$ cat src/rtl/digit_scan_ctrl.sv
// digit_scan_ctrl: upstream controller for a 4-input display multiplexer.
// Captures a 4-digit word through a valid/ready handshake into a pending
// buffer and commits it to the display registers only at frame boundaries.
// It also generates the rotating digit select, the active-low anodes with
// optional leading-zero blanking, and a frame-done strobe.
//
// Ports:
//   clk         system clock, rising edge
//   reset       synchronous, active-high reset
//   load_valid  load_data holds a word to capture
//   load_ready  pending buffer is free
//   load_data   digit 3 in [4W-1:3W] ... digit 0 in [W-1:0]
//   blank_lz    leading-zero blanking enable
//   d0..d3      registered display digits (mux data inputs)
//   s           digit select (mux select input)
//   an          active-low anodes, an[i] low only while s == i and digit i lit
//   frame_done  one-cycle pulse on the last cycle of each frame
module digit_scan_ctrl #(
    parameter int unsigned WIDTH = 4,
    parameter int unsigned DIV   = 4
) (
    input  logic               clk,
    input  logic               reset,
    input  logic               load_valid,
    output logic               load_ready,
    input  logic [4*WIDTH-1:0] load_data,
    input  logic               blank_lz,
    output logic [WIDTH-1:0]   d0,
    output logic [WIDTH-1:0]   d1,
    output logic [WIDTH-1:0]   d2,
    output logic [WIDTH-1:0]   d3,
    output logic [1:0]         s,
    output logic [3:0]         an,
    output logic               frame_done
);

    localparam int unsigned PW = $clog2(DIV);

    typedef enum logic [0:0] {StBlank, StScan} state_e;

    state_e                  state_q, state_d;
    logic [PW-1:0]           presc_q, presc_d;
    logic [1:0]              s_q, s_d;
    logic [4*WIDTH-1:0]      pend_q;
    logic                    pend_full_q;
    logic [3:0][WIDTH-1:0]   disp_q, disp_d;
    logic [3:0]              an_q, an_d;
    logic [3:0]              blank;

    logic tick;
    logic frame_end;
    logic accept;
    logic commit;

    assign tick      = (presc_q == PW'(DIV - 1));
    assign frame_end = tick && (s_q == 2'd3);
    // accept needs an empty buffer and commit needs a full one, so the two
    // never happen in the same cycle; a word offered on a committing edge
    // is taken one cycle later.
    assign accept    = load_valid && !pend_full_q;
    assign commit    = frame_end && pend_full_q;

    always_comb begin
        presc_d = tick ? '0 : presc_q + 1'b1;
        s_d     = tick ? s_q + 2'd1 : s_q;
        disp_d  = commit ? pend_q : disp_q;
        state_d = commit ? StScan : state_q;

        // Anodes are registered from next-state values so they stay in step
        // with s and the display digits rather than lagging a cycle.
        blank[3] = blank_lz && (disp_d[3] == '0);
        blank[2] = blank[3] && (disp_d[2] == '0);
        blank[1] = blank[2] && (disp_d[1] == '0);
        blank[0] = 1'b0;

        an_d = 4'b1111;
        if (state_d == StScan && !blank[s_d]) begin
            an_d[s_d] = 1'b0;
        end
    end

    always_ff @(posedge clk) begin
        if (reset) begin
            state_q     <= StBlank;
            presc_q     <= '0;
            s_q         <= 2'd0;
            pend_q      <= '0;
            pend_full_q <= 1'b0;
            disp_q      <= '0;
            an_q        <= 4'b1111;
        end else begin
            state_q <= state_d;
            presc_q <= presc_d;
            s_q     <= s_d;
            disp_q  <= disp_d;
            an_q    <= an_d;
            if (accept) begin
                pend_q      <= load_data;
                pend_full_q <= 1'b1;
            end else if (commit) begin
                pend_full_q <= 1'b0;
            end
        end
    end

    assign load_ready = !pend_full_q;
    assign frame_done = frame_end;
    assign s          = s_q;
    assign an         = an_q;
    assign d0         = disp_q[0];
    assign d1         = disp_q[1];
    assign d2         = disp_q[2];
    assign d3         = disp_q[3];

endmodule

$ cat config.mk
export PLATFORM = sky130hd
export DESIGN_NAME = digit_scan_ctrl
export DESIGN_NICKNAME = d
export VERILOG_FILES = /design/src/rtl/digit_scan_ctrl.sv
export SDC_FILE = /design/constraint.sdc
export NUM_CORES = 1
export LEC_CHECK = 0
export ABC_AREA = 1
export BUFFER_PORTS_ARGS = -buffer_cell sky130_fd_sc_hd__buf_2
export CAP_MARGIN = 10
export CORE_ASPECT_RATIO = 1.5
export CORE_MARGIN = 5
export CORE_UTILIZATION = 50
export DETAILED_ROUTE_END_ITERATION = 8
export PLACE_DENSITY = 0.85
export SLEW_MARGIN = 10
export SYNTH_ARGS = -nofsm -noshare
export SYNTH_HDL_FRONTEND = slang
export SYNTH_SLANG_ARGS = --single-unit
$ cat constraint.sdc
create_clock -name clk -period 2.9 [get_ports clk]
set_clock_uncertainty 0.2 [all_clocks]
set_input_delay 0.145 -clock clk [delete_from_list [all_inputs] [get_ports clk]]
set_output_delay 0.145 -clock clk [all_outputs]
set_load 0.01 [all_outputs]
[Yosys cells after proc, flatten, opt, wreduce, memory -nomap -nowiden]
Cells that the tools add are included.
Cells by class
  add/subtract/negate cells: 2
  magnitude comparators: 2
  equal/unequal tests: 2
  muxes and demuxes: 9
  bitwise logic cells: 2
  reduce and logical (&&, ||, !) cells: 16
Operators with widths (number)
  $mux 16: 1
  $logic_not 4->1: 3
  $logic_and 1x1->1: 8
  $mux 1: 5
  $add 2x1->2 const B: 2
  $eq 2x2->1 const B: 2
  $not 4->4: 1
  $reduce_or 2->1: 2
  $lt 2x3->1 const B: 1
  $bmux 1 s2: 1
  $demux 1 s2: 1
  $ge 2x1->1 const B: 1
  $logic_not 1->1: 2
  $mux 2: 1
  $reduce_bool 2->1: 1
  $not 1->1: 1
Word-level totals
  register bits after elaboration: 42
  bits of input ports: 20
  output and inout bits: 24
  word-level logic and storage cells: 43

[Depth between registers and ports, before layout]
Gate-level depths: netlist of the first run.
  word-level depth: 14
  mapped depth: 11
  gate-level depth less buffers: 10

[Worst setup path after synthesis of the first run]
OpenSTA, ideal clock, no wires.
  kind: flip-flop to flip-flop
  from: register s_q[0], in the netlist s[0]
  to: register an_q[3], in the netlist an[3]
  library setup time: 0.063 ns
  arrival: 1.419 ns
  required time: 2.637 ns
  setup slack: 1.219 ns
  stages on the path, launching flop included: 9
  buffers on the path: 1
  period minus slack after synthesis: 1.681 ns
  cell sequence: dfxtp_1 -> ha_1 -> nand3_4 -> buf_6 -> o21ai_1 -> nand3_1 -> nor2_2 -> nand3_2 -> nand3_1
On the way
  word-level cells in the longest chain between the ends: 14
  elaborated cells on any way between the ends: 25
  classes of those cells: add/sub: 1; order compare: 2; eq/ne: 1; mux: 7; bitwise: 2; reduce/logical: 12
RTL lines
  start: declaration: RTL line 43  | logic [1:0] s_q, s_d;
  start signal: assignment: RTL line 86  | s_q <= 2'd0;
  start signal: assignment: RTL line 94  | s_q <= s_d;
  $eq 2x2->1: RTL line 56  | assign frame_end = tick && (s_q == 2'd3);
  $logic_and 1x1->1: RTL line 56
  $logic_and 1x1->1: RTL line 61  | assign commit = frame_end && pend_full_q;
  $mux 16: RTL line 66  | disp_d = commit ? pend_q : disp_q;
  $logic_not 4->1: RTL line 71  | blank[3] = blank_lz && (disp_d[3] == '0);
  $logic_and 1x1->1: RTL line 71
  $logic_and 1x1->1: RTL line 72  | blank[2] = blank[3] && (disp_d[2] == '0);
  $logic_and 1x1->1: RTL line 73  | blank[1] = blank[2] && (disp_d[1] == '0);
  $bmux 1 s2: RTL line 77  | if (state_d == StScan && !blank[s_d]) begin
  $mux 1 (implied by the code): RTL line 77
  $logic_not 1->1: RTL line 77
  $logic_and 1x1->1: RTL line 77
  $not 1->1 (no line)
  $reduce_or 2->1 (no line)
  end signal: assignment: RTL line 96  | an_q <= an_d;
  end: declaration: RTL line 47  | logic [3:0] an_q, an_d;
Parallel ways exist; a longest one is shown, timed or not. The select of a mux whose other input is x is not followed.
A chain may end at the register's enable or synchronous reset.

[Worst setup path after layout of the first run]
  from: register presc_q[0]
  to: register an_q[2], in the netlist an[2]
On the way
  word-level cells in the longest chain between the ends: 14
  elaborated cells on any way between the ends: 24
  classes of those cells: order compare: 2; eq/ne: 1; mux: 7; bitwise: 2; reduce/logical: 12
RTL lines
  start: declaration: RTL line 42  | logic [PW-1:0] presc_q, presc_d;
  start signal: assignment: RTL line 93  | presc_q <= presc_d;
  $eq 2x2->1 (*): RTL line 55  | assign tick = (presc_q == PW'(DIV - 1));
  $logic_and 1x1->1: RTL line 56
  $logic_and 1x1->1: RTL line 61
  $mux 16: RTL line 66
  $logic_not 4->1: RTL line 71
  $logic_and 1x1->1: RTL line 71
  $logic_and 1x1->1: RTL line 72
  $logic_and 1x1->1: RTL line 73
  $bmux 1 s2: RTL line 77
  $mux 1 (implied by the code): RTL line 77
  $logic_not 1->1: RTL line 77
  $logic_and 1x1->1: RTL line 77
  $not 1->1 (no line)
  $reduce_or 2->1 (no line)
Mark *: on every way between the ends. The rest lies on a longest branch, timed or not. The select of a mux whose other input is x is not followed.

==> summary.txt, run 1 <==
Route
  – Vias: 1,451
  – Post-Route WL: 3.53 mm
  – DRC viols: 0
  – Routed wire per std cell: between 10 and 15 um
  – Starting DRT DRC Count: 39
  – First-pass iteration count of the detailed router: 4
  – ANT nets after route: 0
  – Vias per cell: 4.82

Timing
  – Worst-Margin Slew: 0.675 ns
  – Final Max Slew Viols: 0
  – Setup_tns: 0 ns
  – Final setup violation count: 0
  – F_max: between 400 and 500 MHz
  – Relative slew slack: 55.0%
  – RSZ-0062 raised after global routing: false
  – Min Tclk post-route: 2.13 ns
  – Hold WS: 0.0713 ns
  – Final worst path period share: 73.5%
  – Final Hold Fails: 0

Logic synthesis
  – Leading post-synthesis cells by cell area: dfxtp_1 (53%), nand2_1 (16%), a21oi_1 (8.8%)
  – Yosys reg bits: 42
  – Avg Inst Size Synth: 7.81 um^2
  – Synth warn: 0
  – Synth Cell Area: approximately 1600 um^2
  – Post-Synthesis Net Count: 226
  – Post-synth top area cell: dfxtp_1
  – Mapped Cells: 204
  – Yosys top cell area share: 52.7%
  – Number of distinct library cells after synthesis: 23
  – Post-synthesis sequential area ratio: between 50% and 60%

Clocking
  – Clock transition at the registers of the reported paths: 0.07 ns
  – CTS tree: built
  – Clock Sinks: 42
  – H-tree depth: 2
  – Clk_lat worst skew: about 0.29 ns
  – Clock buffer depth: 2
  – Hold buffers post-CTS: 17
  – Total CTS buffers: 5
  – Postcts setup bufs: 0
  – CTS root buf: clkbuf_8
  – Post-CTS sizing: 0

Final layout
  – Commonest non-fill, non-tap cell in the layout: nand2_1
  – Highest-count cells in the layout ignoring fill and taps: nand2_1 (68), buf_2 (43), dfxtp_1 (42)
  – Core Util, Final: 65.3%
  – Non-Filler Instances: 301
  – Number of inserted diodes: 0
  – Nets: ~280
  – Share of layout cells above drive strength 1: 20.3%
  – Synth-to-Final Area Change: 28.2%

Power
  – Maximum VDD drop: 0.508 mV
  – Static leakage: 0.000967 uW
  – Combinational Power Share: just under 9%
  – PD cells: 511 nW/um^2
  – Sw power: 240 uW
  – Sw Share: 23.0%
  – Sequential share of power: 58.2%
  – Clock share of power: roughly a third
  – Internal: 804 uW

Floorplan
  – CORE AREA: 3130 um^2
  – Die footprint: 4440 um^2
  – Die Ht: 79.2 um
  – # IOs: 44
  – Die width: about 56 um
  – Initial Util: 51.0%
  – Site Rows: 25

GRT
  – Grt ovf: 0
  – Overall Global Routing Usage: 16.8%
  – Antenna violations before repair: 0
  – Vias in the first global route: 1,331
  – Pin count of the biggest net entering global routing: 39
  – First-pass GRT wire length: 5.81 mm

Worst setup path
  – R2r setup slk: 0.77 ns
  – WP data required: 2.86 ns
  – Critical path startpoint category: register
  – Worst Path Max Fanout: 23
  – Critical path class: register to register
  – WP data arrival: 2.10 ns
  – FF-to-FF path depth: 10
  – Critical Path Sink Type: register

Placement
  – GPL Wtd Cong: 0.754
  – Port bufs: 43
  – Placed Cells: 277
  – HPWL after DPL: between 2 and 2.5 mm

Flow run
  – Max Cap Viol: 0

Min path
  – Hold path cells: 5
  – Hold Crit Class: primary input to register

Run status
  – Status: finished, final reports clean
[through the flow]
step	total power, uW	setup slack [ns]	instance area (um^2)
detailed placement	693	0.818	1800
global placement	691	0.895	1800
finish	1040	0.769	2040
global route	1090	0.533	2040
CTS	1050	0.775	2040
floorplan	669	1.22	1590
[power groups by stage]
stage               clock, uW  combinational, uW  sequential (uW)
floorplan                   0               53.8              616
global placement            0               71.0              620
detailed placement          0               72.8              620
CTS                       356               90.3              607
global route              377                103              608
finish                    346               90.9              608
[area by class of cell]
class | count | area (um^2)
repair buffers | 60 | 385
clock buffers | 7 | 76.3
well taps | 40 | 50.0
fillers | 280 | 1080
flip-flops and latches | 42 | 841
inverters | 15 | 56.3
multi-input cells | 137 | 634
[final timing paths]
kind               from    endpoint
max          presc_q[0]       an[2]
min            blank_lz       an[3]
max reg2reg  presc_q[0]       an[2]
min reg2reg  presc_q[0]  presc_q[0]
[logic make-up (layout without fill, tap and decap cells)]
logic type | count (synthesis) | in the layout | share of synthesized area, %
xor+xnor | 1 | 1 | 0.550
simple gates | 99 | 99 | 26.3
flops | 42 | 42 | 52.7
compound gates | 35 | 35 | 11.4
buf+inv | 25 | 82 | 7.46
fa+ha+maj | 2 | 2 | 1.57
[sequential cells by signal (all words and copies together), names as in the netlist]
signal / count
d2: 4
pend_full_q: 1
s: 2
state_q: 1
presc_q: 2
pend_q: 16
d1: 4
d3: 4
an: 4
d0: 4
[synth_stat cells]
cell type,number
nand3_1,8
a21oi_1,28
clkbuf_1,1
nor3b_1,1
nor2_1,14
o21ai_2,1
inv_1,15
nor3_1,1
nand3_2,1
a211oi_1,1
nand3_4,1
nand2_1,68
xnor2_1,1
o21ai_0,1
buf_6,2
buf_4,2
dfxtp_1,42
buf_2,2
nand4_1,3
nor2_2,2
o21ai_1,4
ha_1,2
buf_1,3
[critical path, cell delays in order (launching register included)]
cell and delay (ns):
dfxtp_1 0.35, ha_1 0.40, nand3_4 0.29, inv_1 0.25, nand2_1 0.10, nand2_1 0.07, nor2_1 0.04, nand2_1 0.07
nand2_1 0.06, nand3_2 0.10, nand3_1 0.08
[routing by layer]
layer,track usage (%),wire length (um),up-vias
li1,-,-,759
met1,16.9,1360,646
met2,30.6,1890,39
met3,5.20,214,7
met4,8.55,66,0
met5,0,0,-
No activity file was read; power rests on OpenSTA's default activity.
==> run 2, diff against run 1 <==
clock period = 2.2 ns   (was 2.9 ns; I/O delays follow)
==> run 2 against run 1 <==
Utilization is 1.4 points higher; critical path depth down 3; non-clock buffer count increased by 1.
==> summary.txt, run 2 (same netlist as run 1, synthesis figures left out) <==
Run status
  – Status: finished, final reports clean

Route
  – Wire length on met3: 182 um (-15%)
  – Vias per cell: 4.86 (+0.85%)
  – Vias: 1,473 (+1.5%)
  – Met2 Wirelength: 1.85 mm (-2.3%)
  – Routed wire per std cell: 11.3 um (-3.6%)
  – First-pass iteration count of the detailed router: 4 (unchanged)
  – Post-Route WL: 3.42 mm (-2.9%)
  – ANT nets after route: 0 (unchanged)
  – DRC viols: 0 (unchanged)
  – M1 wire length: 1.33 mm (-2.1%)
  – DR top layer: met4
  – Starting DRT DRC Count: 24 (-38%)

Timing
  – Final worst path period share: between 90 and 100%
  – Worst-Margin Slew: 0.658 ns (-0.0166 ns)
  – Final setup violation count: 0 (unchanged)
  – Final Max Slew Viols: 0 (unchanged)
  – Relative slew slack: 56.1% (+1.1 points)
  – RSZ-0062 raised after global routing: false
  – Setup_tns: 0 ns (unchanged)
  – Min Tclk post-route: 2.00 ns
  – Final Hold Fails: 0 (unchanged)
  – F_max: 501 MHz

GRT
  – First-pass GRT wire length: 5.78 mm (-0.59%)
  – Pin count of the biggest net entering global routing: 39 (unchanged)
  – Vias in the first global route: 1,393 (+4.7%)
  – Overall Global Routing Usage: 16.9% (+0.13 points)
  – Antenna violations before repair: 0 (unchanged)
  – Grt ovf: 0 (unchanged)

Final layout
  – Highest-count cells in the layout ignoring fill and taps: nand2_1 (68), buf_2 (43), dfxtp_1 (42)
  – Synth-to-Final Area Change: 30.8%
  – Max reg flops: 16 (unchanged)
  – Largest Register: pend_q
  – Share of layout cells above drive strength 1: 22.1% (+1.7 points)
  – Commonest non-fill, non-tap cell in the layout: nand2_1
  – Non-Filler Instances: 303 (+0.66%)
  – Number of inserted diodes: 0 (unchanged)
  – Nets: 284 (+0.35%)
  – Post-Layout Inst Area: 2090 um^2 (+2.1%)
  – Fillers: 288 (+2.9%)

Power
  – PD cells: 724 nW/um^2 (+42%)
  – Power Total: 1510 uW (+45%)
  – Static leakage: 0.000988 uW (+2.2%)
  – Maximum VDD drop: 0.538 mV (+6.0%)

Clocking
  – CTS root buf: clkbuf_8
  – Clock buffer depth: 2 (unchanged)
  – H-tree depth: 2 (unchanged)
  – Clk_lat worst skew: 0.30 ns (about the same)
  – Postcts setup bufs: 0 (unchanged)
  – Clock transition at the registers of the reported paths: 0.08 ns (about the same)
  – Total CTS buffers: 5 (unchanged)
  – Clock Sinks: 42 (unchanged)
  – CTS tree: built

Floorplan
  – Die footprint: 4440 um^2 (unchanged)
  – # IOs: 44 (unchanged)
  – Site Rows: 25 (unchanged)
  – CORE AREA: 3130 um^2 (unchanged)
  – Initial Util: 51.0% (unchanged)
  – Die Ht: 79.2 um (unchanged)
  – Die width: 56.1 um (unchanged)

Worst setup path
  – R2r setup slk: 0.22 ns (-0.55 ns)
  – Critical Path Sink Type: register
  – WP data arrival: 1.95 ns (-0.15 ns)
  – RR Endpoint: pend_q[2]
  – Critical path class: primary input to register
  – FF-to-FF path depth: 4 (-6)
  – RR Startpoint: pend_full_q
  – Worst Path Max Fanout: 17 (-26%)
  – Critical path startpoint category: primary input
  – WP data required: 2.16 ns (-0.70 ns)

Placement
  – HPWL after DPL: 2.38 mm (+0.30%)
  – Placed Cells: 278 (+0.36%)
  – Port bufs: 43 (unchanged)
  – Cell Area, Placed: 1800 um^2 (+0.42%)
  – GPL Wtd Cong: 0.765 (+1.5%)

Min path
  – Hold Crit Class: primary input to register
  – Worst Hold End: an[0]
  – Hold path cells: 5 (unchanged)
  – Min-Delay Startpoint: blank_lz

Flow run
  – Max Cap Viol: 0 (unchanged)
-- run 2: how the worst max path moves through the flow --
stage,slack [ns],cells past startpoint,from,endpoint
2_1_floorplan,0.52,8,s[0],an[3]
3_5_place_dp,0.17,4,pend_full_q,pend_q[13]
3_3_place_gp,0.21,4,pend_full_q,pend_q[14]
5_1_grt,0.007,7,load_valid,pend_q[10]
6_report,0.20,7,load_valid,pend_q[2]
4_1_cts,0.14,7,load_valid,pend_q[7]
-- run 2: report_power, final --
group	switching (uW)	internal [uW]	leakage [uW]
Combinational	61.1	58.3	0.000589
Sequential	16.3	784	0.000342
Clock	257	334	0.0000579
Total	335	1180	0.000988
-- run 2: what timing repair did --
item / CTS / global route
hold endpoints to repair: 17 / 0
resized for setup: 0 / 1
endpoints found under the setup margin: 0 / 2
hold buffers: 17 / 0
-- run 2: routing by layer --
layer  up-vias  global-route usage [%]
li1        767                       -
met1       666                    16.3
met2        36                    31.5
met3         4                    5.53
met4         0                    8.55
met5         -                       0
-- run 2: layout make-up --
cell class | count | area, um^2 | area share (%)
flip-flops and latches | 42 | 841 | 40.3
multi-input cells | 137 | 637 | 30.5
repair buffers | 61 | 393 | 18.8
clock buffers | 5 | 68.8 | 3.30
inverters | 15 | 56.3 | 2.70
well taps | 40 | 50.0 | 2.40
clock inverters | 3 | 40.0 | 1.92
-- run 2: metrics by stage --
stage	worst slack (ns)	hold slack [ns]	utilization (%)
detailed placement	0.174	0.167	57.7
global placement	0.209	0.165	57.7
global route	0.00734	0.0486	66.7
floorplan	0.519	0.0264	-
finish	0.203	0.0164	66.7
CTS	0.139	0.00549	66.6
-- run 2: critical path, cell delays in order --
cell and delay (ns):
dlygate4sd3_1 0.52, buf_2 0.10, inv_1 0.05, nor2_2 0.51
inv_1 0.44, nand2_1 0.16, a21oi_1 0.07
==> run 3, diff against run 2 <==
MAX_ROUTING_LAYER = met4   (was unset)
PLACE_DENSITY = 0.77   (was 0.85)
==> run 3 against run 2 <==
Via count is 0.34% higher; fmax is 0.13% lower; critical path type unchanged; utilization is 1.5 points higher.
==> summary.txt, run 3 (same netlist as run 1, synthesis figures left out) <==
GRT
  – First-pass GRT wire length: 5.82 mm (+0.83%)
  – Pin count of the biggest net entering global routing: 26 (-33%)
  – Antenna violations before repair: 0 (unchanged)
  – Vias in the first global route: 1,348 (-3.2%)
  – Overall Global Routing Usage: 17.1% (+0.19 points)
  – Grt ovf: 0 (unchanged)

Route
  – First-pass iteration count of the detailed router: 4 (unchanged)
  – DRC viols: 0 (unchanged)
  – Routed wire per std cell: 11.8 um (+4.0%)
  – Post-Route WL: 3.59 mm (+4.7%)
  – Starting DRT DRC Count: 40 (+67%)
  – ANT nets after route: 0 (unchanged)
  – Vias: 1,478 (+0.34%)
  – Vias per cell: 4.85 (-0.32%)

Timing
  – Min Tclk post-route: 2.00 ns (+0.00268 ns)
  – F_max: 500 MHz (-0.13%)
  – Final setup violation count: 0 (unchanged)
  – Final Hold Fails: 0 (unchanged)
  – Final Max Slew Viols: 0 (unchanged)
  – Setup_tns: 0 ns (unchanged)
  – Relative slew slack: 57.0% (+0.85 points)
  – Worst-Margin Slew: 0.645 ns (-0.0135 ns)
  – RSZ-0062 raised after global routing: false
  – Final worst path period share: 90.9% (+0.12 points)

Placement
  – HPWL after DPL: 2.47 mm (+3.6%)
  – GPL Wtd Cong: 0.778 (+1.7%)
  – Port bufs: 43 (unchanged)

Worst setup path
  – Dominant delay contributor by cell family on the critical path: buffers and inverters
  – CP endpoint: pend_q[3]
  – RR Startpoint: pend_full_q
  – RR Endpoint: pend_q[3]
  – Top cell by count, worst path: inv_1
  – Crit-path cells: dlygate4sd3_1 > buf_2 > inv_1 > nor2_2 > inv_1 > nand2_1 > a21oi_1
  – Worst Path Max Fanout: 17 (unchanged)
  – Critical-path cell with the highest stage delay: dlygate4sd3_1
  – WP data required: 2.16 ns (about the same)
  – FF-to-FF path depth: 4 (unchanged)
  – Critical path class: primary input to register
  – R2r setup slk: 0.22 ns (about the same)
  – WP data arrival: 1.96 ns (about the same)
  – CP peak stage delay: 0.52 ns (about the same)
  – Instance count on the critical path: 7 (unchanged)
  – Worst path bufs/invs: 4 (unchanged)
  – Critical path startpoint category: primary input
  – Critical Path Sink Type: register
  – Critical path launch point: load_valid

Clocking
  – CTS tree: built
  – Clock transition at the registers of the reported paths: 0.07 ns (about the same)
  – Clock Sinks: 42 (unchanged)
  – Postcts setup bufs: 0 (unchanged)
  – CTS root buf: clkbuf_8
  – Total CTS buffers: 5 (unchanged)
  – Clk_lat worst skew: 0.29 ns (about the same)
  – Clock buffer depth: 2 (unchanged)
  – H-tree depth: 2 (unchanged)

Final layout
  – Core Util, Final: 68.2% (+1.5 points)
  – Max reg flops: 16 (unchanged)
  – Highest-count cells in the layout ignoring fill and taps: nand2_1 (68), buf_2 (43), dfxtp_1 (42)
  – Nets: 286 (+0.70%)
  – Share of layout cells above drive strength 1: 22.3% (+0.21 points)
  – Largest Register: pend_q
  – Commonest non-fill, non-tap cell in the layout: nand2_1
  – Number of inserted diodes: 0 (unchanged)
  – Synth-to-Final Area Change: 33.8%
  – Fillers: 272 (-5.6%)

Floorplan
  – Site Rows: 25 (unchanged)
  – Initial Util: 51.0% (unchanged)
  – Die Ht: 79.2 um (unchanged)
  – CORE AREA: 3130 um^2 (unchanged)
  – Die footprint: 4440 um^2 (unchanged)
  – # IOs: 44 (unchanged)
  – Die width: 56.1 um (unchanged)

Power
  – Combinational Power Share: 7.5% (-0.4 points)
  – Sw Share: 20.0% (-2.2 points)
  – PD cells: 778 nW/um^2 (+7.4%)
  – Static leakage: 0.00101 uW (+2.6%)
  – Maximum VDD drop: 0.586 mV (+8.9%)
  – Clock share of power: 44.3% (+5.2 points)
  – Sw power: 331 uW (-1.1%)
  – Internal: 1330 uW (+13%)
  – Power Total: 1660 uW (+9.8%)
  – Sequential share of power: 48.2% (-4.8 points)

Min path
  – Hold path cells: 5 (unchanged)
  – Hold Crit Class: primary input to register

Flow run
  – Max Cap Viol: 0 (unchanged)

Run status
  – Status: finished, final reports clean
## run 3: cell types whose count changed in the layout (fill, tap and decap cells not counted), sizes merged
cell    before  now
clkbuf       5    6
bufinv       1    2
buf         44   46
clkinv       2    0
## run 3: area by class of cell
class,instances,area [um^2],area share (%)
clock inverters,2,60.1,2.82
repair buffers,63,408,19.1
clock buffers,6,82.6,3.87
well taps,40,50.0,2.35
multi-input cells,137,634,29.8
flip-flops and latches,42,841,39.4
inverters,15,56.3,2.64
## run 3: metal layers
metal,routed length (um),share of wire (%),vias up,track usage (%)
met3,195,5.4,6,4.07
met4,51,1.4,0,5.70
met1,1440,40,662,17.7
li1,-,-,769,-
met2,1900,53,41,31.5
met5,0,0,-,-
## run 3: how the worst min path moves through the flow
stage,start,to,slack (ns)
after detailed placement,load_data[11],pend_q[11],0.17
after CTS,blank_lz,an[2],0.03
after floorplan,reset,state_q,0.03
after global placement,load_data[9],pend_q[9],0.17
after global routing,reset,d3[0],0.06
final,blank_lz,an[2],0.03
## run 3: power groups by stage
stage	logic, uW	clock network, uW	registers, uW
global placement	98.0	0	816
detailed placement	100	0	817
CTS	124	744	799
floorplan	70.9	0	811
global route	139	775	802
finish	124	735	800
## run 3: metrics by stage
stage	hold WS (ns)	worst slack (ns)	std cells	cell area, um^2
final	0.0315	0.200	305	2130
after global routing	0.0562	0.0553	305	2130
after floorplan	0.0264	0.519	204	1590
after detailed placement	0.172	0.247	280	1820
after CTS	0.0281	0.181	305	2130
after global placement	0.167	0.263	280	1820
## run 3: tightest hold or removal path, cell delays in order
cell and delay [ns]:
buf_2 0.10, nand2_1 0.07, nor2_2 0.04, nand3_2 0.09, nand3_1 0.06
## run 3: timing repair
| item | CTS | global route |
|---|---|---|
| hold buffers | 17 | 0 |
| gates resized for setup | 0 | 0 |
| endpoints found under the setup margin | 0 | 0 |
| hold endpoints to repair | 17 | 0 |
